[src/rtl/scaler_pkg.sv]
// Shared constants and types for the scaler datapath.
package scaler_pkg;

  localparam int unsigned PIX_W      = 24;
  localparam int unsigned COEF_W     = 17;
  localparam int unsigned COEF_FRAC  = 16;
  localparam int unsigned INTERP_LAT = 4;

  localparam int unsigned CH_W   = 8;
  localparam int unsigned PROD_W = 25;
  localparam int unsigned SUM_W  = 27;

  // Half an LSB of the Q1.16 result, for round-to-nearest.
  localparam logic [SUM_W-1:0] ROUND_CONST = 27'd32768;
  localparam logic [CH_W-1:0]  SAT_VAL     = 8'd255;

  // Four neighbour weights: [0] top-left, [1] top-right, [2] bottom-left, [3] bottom-right.
  typedef logic [3:0][COEF_W-1:0] coef_set_t;

endpackage

[src/rtl/bilinear_mac.sv]
// One 8-bit channel: weighted products, then round, saturate and register.
module bilinear_mac
  import scaler_pkg::*;
(
  input  logic                 clk_i,
  input  logic                 rst_i,
  input  logic                 prod_en_i,
  input  logic                 out_en_i,
  input  coef_set_t            coef_i,
  input  logic [3:0][CH_W-1:0] pix_i,
  output logic [CH_W-1:0]      data_o
);

  logic [3:0][PROD_W-1:0]        prod_q;
  logic [SUM_W-1:0]              sum;
  logic [SUM_W-COEF_FRAC-1:0]    res;
  logic [CH_W-1:0]               data_d;
  logic [CH_W-1:0]               data_q;

  // Register the four weight*pixel products.
  always_ff @(posedge clk_i) begin
    if (rst_i) begin
      prod_q <= '0;
    end else if (prod_en_i) begin
      for (int i = 0; i < 4; i++) begin
        prod_q[i] <= PROD_W'(coef_i[i]) * PROD_W'(pix_i[i]);
      end
    end
  end

  // Sum with rounding, drop the fraction and clamp anything above full scale.
  always_comb begin
    sum = ROUND_CONST;
    for (int i = 0; i < 4; i++) begin
      sum = sum + SUM_W'(prod_q[i]);
    end
    res    = sum[SUM_W-1:COEF_FRAC];
    data_d = (|res[SUM_W-COEF_FRAC-1:CH_W]) ? SAT_VAL : res[CH_W-1:0];
  end

  // Output register holds its value across bubbles.
  always_ff @(posedge clk_i) begin
    if (rst_i) begin
      data_q <= '0;
    end else if (out_en_i) begin
      data_q <= data_d;
    end
  end

  assign data_o = data_q;

endmodule

[src/rtl/bilinear_interp.sv]
// Bilinear interpolator: issues line-buffer reads, blends four neighbours per channel,
// and tags the output stream with start-of-frame and end-of-line markers.
module bilinear_interp #(
  parameter int unsigned PIX_W  = scaler_pkg::PIX_W,
  parameter int unsigned LB_LAT = 1
) (
  input  logic                          vin_clk,
  input  logic                          rst,
  input  logic                          frame_sync_n,
  input  logic [15:0]                   vin_xres,
  input  logic [15:0]                   vin_yres,
  input  logic [15:0]                   vout_xres,
  input  logic                          coo_valid,
  input  logic [15:0]                   coordinate_x,
  input  logic [15:0]                   coordinate_y,
  input  logic [scaler_pkg::COEF_W-1:0] coefficient1,
  input  logic [scaler_pkg::COEF_W-1:0] coefficient2,
  input  logic [scaler_pkg::COEF_W-1:0] coefficient3,
  input  logic [scaler_pkg::COEF_W-1:0] coefficient4,
  output logic                          lb_rd_en,
  output logic [15:0]                   lb_rd_x0,
  output logic [15:0]                   lb_rd_x1,
  output logic [15:0]                   lb_rd_y0,
  output logic [15:0]                   lb_rd_y1,
  input  logic [PIX_W-1:0]              lb_p00,
  input  logic [PIX_W-1:0]              lb_p01,
  input  logic [PIX_W-1:0]              lb_p10,
  input  logic [PIX_W-1:0]              lb_p11,
  output logic                          pix_valid,
  output logic [PIX_W-1:0]              pix_data,
  output logic                          pix_sof,
  output logic                          pix_eol
);

  import scaler_pkg::*;

  localparam int unsigned NumCh = PIX_W / CH_W;

  // vld_q[0] is the read strobe (T1), vld_q[INTERP_LAT-1] the output strobe (T4).
  logic [INTERP_LAT-1:0] vld_q;
  logic [15:0]           x0_q, x1_q, y0_q, y1_q;
  logic [15:0]           x1_d, y1_d;
  coef_set_t             coef_q;
  coef_set_t             coef_dly_q [LB_LAT];
  logic [15:0]           out_x_q, out_x_d;
  logic                  sof_pend_q, sof_pend_d;
  logic                  last_x;

  // Right/bottom neighbour addresses, clamped to the last source column/row.
  always_comb begin
    x1_d = coordinate_x + 16'd1;
    y1_d = coordinate_y + 16'd1;
    if (({1'b0, coordinate_x} + 17'd1) >= {1'b0, vin_xres}) x1_d = vin_xres - 16'd1;
    if (({1'b0, coordinate_y} + 17'd1) >= {1'b0, vin_yres}) y1_d = vin_yres - 16'd1;
  end

  // T1: capture addresses and weights; a coordinate arriving with frame_sync_n low is dropped.
  always_ff @(posedge vin_clk) begin
    if (rst) begin
      x0_q   <= '0;
      x1_q   <= '0;
      y0_q   <= '0;
      y1_q   <= '0;
      coef_q <= '0;
    end else if (coo_valid && frame_sync_n) begin
      x0_q   <= coordinate_x;
      x1_q   <= x1_d;
      y0_q   <= coordinate_y;
      y1_q   <= y1_d;
      coef_q <= {coefficient4, coefficient3, coefficient2, coefficient1};
    end
  end

  // Valid pipeline; frame restart flushes everything in flight.
  always_ff @(posedge vin_clk) begin
    if (rst || !frame_sync_n) begin
      vld_q <= '0;
    end else begin
      vld_q <= {vld_q[INTERP_LAT-2:0], coo_valid};
    end
  end

  // T2: delay weights by the line-buffer latency so they meet their pixels.
  always_ff @(posedge vin_clk) begin
    if (rst) begin
      for (int i = 0; i < LB_LAT; i++) coef_dly_q[i] <= '0;
    end else begin
      coef_dly_q[0] <= coef_q;
      for (int i = 1; i < LB_LAT; i++) coef_dly_q[i] <= coef_dly_q[i-1];
    end
  end

  assign last_x = (out_x_q == vout_xres - 16'd1);

  // Output column counter and pending start-of-frame flag.
  always_comb begin
    out_x_d    = out_x_q;
    sof_pend_d = sof_pend_q;
    if (vld_q[INTERP_LAT-1]) begin
      out_x_d    = last_x ? 16'd0 : out_x_q + 16'd1;
      sof_pend_d = 1'b0;
    end
    if (!frame_sync_n) begin
      out_x_d    = '0;
      sof_pend_d = 1'b1;
    end
  end

  // Counter and flag state.
  always_ff @(posedge vin_clk) begin
    if (rst) begin
      out_x_q    <= '0;
      sof_pend_q <= 1'b1;
    end else begin
      out_x_q    <= out_x_d;
      sof_pend_q <= sof_pend_d;
    end
  end

  for (genvar ch = 0; ch < NumCh; ch++) begin : g_ch
    logic [3:0][CH_W-1:0] pix_ch;
    assign pix_ch = {lb_p11[ch*CH_W +: CH_W], lb_p10[ch*CH_W +: CH_W],
                     lb_p01[ch*CH_W +: CH_W], lb_p00[ch*CH_W +: CH_W]};

    bilinear_mac u_mac (
      .clk_i     (vin_clk),
      .rst_i     (rst),
      .prod_en_i (vld_q[1]),
      .out_en_i  (vld_q[2]),
      .coef_i    (coef_dly_q[LB_LAT-1]),
      .pix_i     (pix_ch),
      .data_o    (pix_data[ch*CH_W +: CH_W])
    );
  end

  assign lb_rd_en  = vld_q[0];
  assign lb_rd_x0  = x0_q;
  assign lb_rd_x1  = x1_q;
  assign lb_rd_y0  = y0_q;
  assign lb_rd_y1  = y1_q;
  assign pix_valid = vld_q[INTERP_LAT-1];
  assign pix_sof   = pix_valid && sof_pend_q;
  assign pix_eol   = pix_valid && last_x;

endmodule

[config.mk]
export PLATFORM = sky130hd
export DESIGN_NAME = bilinear_interp
export DESIGN_NICKNAME = d
export VERILOG_FILES = /design/src/rtl/scaler_pkg.sv /design/src/rtl/bilinear_mac.sv /design/src/rtl/bilinear_interp.sv
export SDC_FILE = /design/constraint.sdc
export NUM_CORES = 2
export LEC_CHECK = 0
export CORE_MARGIN = 4
export CORE_UTILIZATION = 35
export CTS_BUF_LIST = sky130_fd_sc_hd__clkbuf_16
export DETAILED_ROUTE_END_ITERATION = 10
export HOLD_SLACK_MARGIN = 0.12
export PLACE_DENSITY_LB_ADDON = 0.1
export SLEW_MARGIN = 20
export SYNTH_ARGS = -nofsm -noshare
export SYNTH_HDL_FRONTEND = slang
export SYNTH_SLANG_ARGS = --single-unit
[constraint.sdc]
create_clock -name vin_clk -period 5.26 [get_ports vin_clk]
set_input_delay 0.526 -clock vin_clk [delete_from_list [all_inputs] [get_ports vin_clk]]
set_output_delay 0.526 -clock vin_clk [all_outputs]
set_load 0.01 [all_outputs]
* After elaboration in Yosys (flattened, before gate mapping)
Memories as Yosys holds them, arrays and structs flattened.
Cells that the tools add are included.
** Storage, ports and cells
- Logic and storage cells :: 84
- Memories :: 1
- RAM bits :: 68
- Register bits :: 477
- Input bits :: 248
** Memories
- coef_dly_q :: depth 1, bits a word 68, read ports 1, clocked after Yosys merged registers in 0, write ports 1, line bilinear_interp.sv:44 : coef_set_t coef_dly_q [LB_LAT];
** Operators by class
- $add $sub $neg :: 20
- Equal/unequal tests :: 1
- Reduce and logical (&&, ||, !) cells :: 10
- Magnitude comparators :: 2
- Bitwise gates (word level) :: 1
- Multiplexer cells :: 11
- Multiply operators :: 12
** Operators with widths (number)
- 17-bit by 8-bit multiplier with 25-bit output :: 12
- 27-bit by 25-bit adder with 27-bit output :: 9
- 16-bit by 25-bit adder with 26-bit output (first input constant) :: 3
- 68-bit two-way mux :: 1
- 68-bit OR reduction :: 1
- 16-bit by 1-bit adder with 16-bit output (second input constant) :: 3
- 16-bit two-way mux :: 3
- 16-bit by 1-bit subtractor with 16-bit output (second input constant) :: 3
- 16-bit by 1-bit adder with 17-bit output (second input constant) :: 2
- 17-bit by 16-bit greater-or-equal comparator with 1-bit output :: 2
- 8-bit two-way mux :: 3
- 16-bit == test :: 1
- 3-bit OR reduction :: 3
- 1-bit two-way mux :: 4
- 1-bit logical AND :: 3
- 2-bit OR reduction :: 1
- 1-bit zero test :: 1
- 1-bit logical OR :: 1
- 1-bit NOT :: 1

* Longest topological paths before layout
- Depth in word-level cells :: 6
- Gate-level depth with buffers :: 21
- Depth with buffers taken out :: 19

* Modules after synthesis
A second synthesis with hierarchy kept.
** Unflattened totals
- Cell total of the unflattened synthesis :: 8754
- Area total of the unflattened synthesis :: 78505.3 um2
** Modules (own cells, without submodules)
- bilinear_mac at g_ch[0].u_mac :: cells an instance 2585, times used 1, seq. area each 2162.1 um2, area an instance 23093.4 um2
- bilinear_mac at g_ch[2].u_mac :: cells an instance 2581, times used 1, seq. area each 2162.1 um2, area an instance 23079.6 um2
- bilinear_mac at g_ch[1].u_mac :: cells an instance 2563, times used 1, seq. area each 2162.1 um2, area an instance 22898.2 um2
- bilinear_interp :: cells an instance 1025, times used 1, seq. area each 4424.2 um2, area an instance 9434.0 um2

* Worst setup path before layout
No wires, ideal clock.
- Kind :: in2reg
- Start :: input port lb_p10[10]
- End :: register g_ch[1].u_mac.prod_q[74] (netlist name)
- Arrival :: 4.983 ns
- Stages :: 19
- Library setup time :: 0.140 ns
- Path buffers :: 1
- Required time :: 5.120 ns
- Slack :: 0.137 ns
- Path through :: clkbuf_1 nand2_1 fa_1 fa_1 inv_1 fa_1 inv_1 fa_1 inv_1 ha_1 o21ai_0 or2b_1 a2111oi_4 nor3_1 nor2_1 o211a_1 o21ai_1 a2111oi_0 a2111oi_1
** On the way
- Word-level cells in the longest chain between the ends :: 1
** RTL lines
- from (decl) :: line bilinear_interp.sv:27 : input logic [PIX_W-1:0] lb_p10,
- 17-bit by 8-bit multiplier with 25-bit output :: line bilinear_mac.sv:26 : prod_q[i] <= PROD_W'(coef_i[i]) * PROD_W'(pix_i[i]);
- to (signal, indexed assignment) :: line bilinear_mac.sv:26
- to (decl) :: line bilinear_mac.sv:14 : logic [3:0][PROD_W-1:0] prod_q;
Every way passes these cells.
A chain may end at the register's enable or synchronous reset.

* Final worst setup path
- Start :: memory coef_dly_q[0][53] (netlist name)
- End :: register g_ch[0].u_mac.prod_q[98] (netlist name)
** On the way
- Word-level cells in the longest chain between the ends :: 2
** RTL lines (line)
- from (decl) :: bilinear_interp.sv:44
- memory read 1 x 68 bit
- 17-bit by 8-bit multiplier with 25-bit output :: bilinear_mac.sv:26
- to (signal, indexed assignment) :: bilinear_mac.sv:26
- to (decl) :: bilinear_mac.sv:14
Every way passes these cells.

==> out/qor.csv <==
stage,metric,value,unit
worst_setup_path,reg2reg_depth,19,
timing,rsz0062_at_grt,true,
drt,firstDrtPassIters,6,
synthesis,synth.avg_cell_area,8.91,um2
worst_setup_path,startpoint,coef_dly_q[0][53],
final_layout,final_common_cell,inv_1,
drt,ant_nets,0,
final_layout,synthToLayoutAreaGrowth,20.9,%
grt,grt_max_degree,118,
synthesis,ys_warn_count,0,
grt,gr-total-overflow,0,
synthesis,syn_nets,10800,
floorplanning,std_cell_rows,172,
final_layout,layout_common_cells,"1502 x inv_1, 1397 x and2_1, 1227 x fa_1, 799 x buf_4, 656 x ha_1",
pwr,irDropWorstVdd,0.218,mV
final_layout,nFillCells,22000,
clock_network,htree_levels,3,
worst_setup_path,rr_startpoint,coef_dly_q[0][53],
timing,slew_headroom,32.6,%
synthesis,synth_seq_cells,545,
final_layout,finalNetCount,11700,
worst_setup_path,cp_slowest_cell,fa_1,
grt,antenna_found_initial,16,
clock_network,cts_tree,yes,
worst_setup_path,critPathArrivalTime,5700,ps
run,drv_cap,0,
clock_network,clock_sinks,545,
timing,fmaxAchievable,197,MHz
timing,finalCriticalPeriod,5090,ps
final_layout,final_cells,12600,
drt,vias,60400,
synthesis,ys_seq_area_share,14.1,%
placement,globalplace.congestion,0.840,
clock_network,cts.reportedPaths.clkPinSlew,60,ps
timing,max_slew.worst_pin.slew,1010,ps
synthesis,synthArstFlopShare,0,%
grt,grt_pass1_vias,65300,
clock_network,clk_latency,710,ps
worst_setup_path,path_max_fanout,8,
grt,grt_pass1_wl,379000,um
pwr,leakagePower,46.7,nW
placement,dp_hpwl,195000,um
floorplanning,dieHeight,478,um
drt,drc_errors,0,
floorplanning,die_area,229000,um2
floorplanning,io_pins,340,
placement,dp.cells,12500,
worst_setup_path,cpPeakStageDelay,500,ps
placement,port_buffers,339,
drt,wl,238000,um
timing,hold_viol_final,0,
timing,finClkSkew,45.9,ps
status,status,completed,
drt,wl_per_cell,18.9,um
worst_setup_path,path_cells,buf_4 > buf_4 > and2_1 > fa_1 > fa_1 > inv_1 > fa_1 > fa_1 > inv_1 > ha_1 > o21ai_0 > a21boi_1 > o211ai_1 > o31ai_1 > buf_4 > a31oi_1 > a21oi_1 > xor2_1 > a22o_1,
clock_network,cts_max_path_buffers,3,
synthesis,syn_inst,8684,
floorplanning,die_w,478,um
clock_network,cts_buffers,76,
timing,fin_crit_sh,96.7,%
worst_setup_path,crit_required,5870,ps
pwr,power,15.6,mW
worst_hold_path,worstHoldPathType,in -> reg,
final_layout,drive_gt1_share,11.3,%
timing,slew_violations,0,
drt,drtIter0Drc,2748,
worst_hold_path,hold_depth,2,
synthesis,synth_edf_count,0,
floorplanning,coreArea,220000,um2
clock_network,cts-root-buf,clkbuf_16,
pwr,p_per_area,167,nW/um2
timing,setup_violations,0,
worst_setup_path,path_common_cell,fa_1,
synthesis,synth_area,77400,um2
worst_hold_path,worstHoldStart,rst,
clock_network,cts_hold_buf,0,
clock_network,postCtsSetupRepairBufs,0,
worst_setup_path,crit_type,reg -> reg,
worst_setup_path,end_kind,flip-flop,
grt,track_usage,21.0,%
worst_setup_path,cp-start-kind,flip-flop,
synthesis,ys.flop_type,dfxtp_1,
floorplanning,initial_core_util,35.2,%
synthesis,ys_types,90,
drt,vias_per_cell,4.77,
[sequential cells by signal, indices dropped and copies added, names as in the netlist]
register,flops
coef_q,68
lb_rd_y0,16
lb_rd_y1,16
lb_rd_x0,16
g_ch.u_mac.data_o,24
g_ch.u_mac.prod_q,300
out_x_q,16
coef_dly_q,68
lb_rd_x1,16
vld_q,4
sof_pend_q,1
[critical path: cells and delay by family (launching register included)]
kind,cells,cell delay [ps]
AOI/OAI and AO/OA,7,1330
xor gates and xnor gates,1,270
adders and majority gates,5,2160
buffers and inverters,5,660
DFF,1,420
and+or+nand+nor,1,150
[cell usage after synthesis (51+ instances only)]
library cell  count  area [um2]
xor2_1          117        1020
nor3_1           76         380
xnor2_1         211        1850
a21o_1          106         796
o21ai_0         226        1130
nand3_1          91         455
dfxtp_1         545       10900
fa_1           1227       24600
o22a_1           68         596
and2_1         1397        8740
mux2i_1         143        1430
a21oi_1         279        1400
inv_1          1495        5610
and3_1           51         319
nor2_1          383        1440
nor2b_1         126         788
ha_1            656        8210
a211oi_1         82         616
nand2_1         579        2170
clkbuf_1        348        1310
[logic make-up after synthesis]
logic type	Yosys count	synth area share (%)
flip-flops	545	14.1
multiplexers	145	1.88
AO/OA/AOI/OAI	1041	8.83
XOR/XNOR	328	3.71
AND/OR/NAND/NOR	2875	20.1
buffers and inverters	1867	9.07
adder cells (fa/ha/maj)	1883	42.3
[final timing paths]
path / end / slack, ps
worst min register to register: g_ch[0].u_mac.prod_q[74] / 450
worst max-delay path: g_ch[0].u_mac.prod_q[98] / 170
worst min-delay path: coef_dly_q[0][24] / 270
worst max register to register: g_ch[0].u_mac.prod_q[98] / 170
[through the flow]
stage	setup WS, ps	hold WS (ps)	instance area (um2)	setup TNS [ps]	util, %
after floorplan	137	425	77400	0	-
after global placement	-480	439	90700	-34420	41.3
after detailed placement	-544	444	90800	-38540	41.3
after CTS	28.9	208	93300	0	42.5
after global routing	-127	241	93600	-140	42.6
final	175	269	93600	0	42.6
[power by group]
group | switching, mW | internal (mW) | leakage, nW | total, mW
clock network | 2.27 | 3.18 | 1.27 | 5.46
logic | 3.12 | 2.71 | 41.0 | 5.83
registers | 0.113 | 4.25 | 4.43 | 4.36
[area by class of cell]
| class | count | area (um2) | share of cell area [%] |
|---|---|---|---|
| Antenna cell | 11 | 27.5 | 0.0294 |
| Clock buffer | 79 | 1980 | 2.11 |
| Clock inverter | 61 | 588 | 0.628 |
| Inverter | 1496 | 5620 | 6.01 |
| Multi-Input combinational cell | 6272 | 59700 | 63.7 |
| Sequential cell | 545 | 10900 | 11.7 |
| Tap cell | 2958 | 3700 | 3.95 |
| Timing Repair Buffer | 1224 | 11100 | 11.8 |
[per-layer routing]
layer | GRT usage [%] | wire [um]
met1 | 28.0 | 108000
met2 | 36.0 | 114000
met3 | 2.84 | 9260
met4 | 5.24 | 7030
met5 | 0 | 55
[timing repair]
action | CTS | global route
cloned | 0 | 1
endpoints found under the setup margin | 4 | 67
pin swaps | 1 | 12
resized for setup | 3 | 66
(Power assumes the default switching activity.)
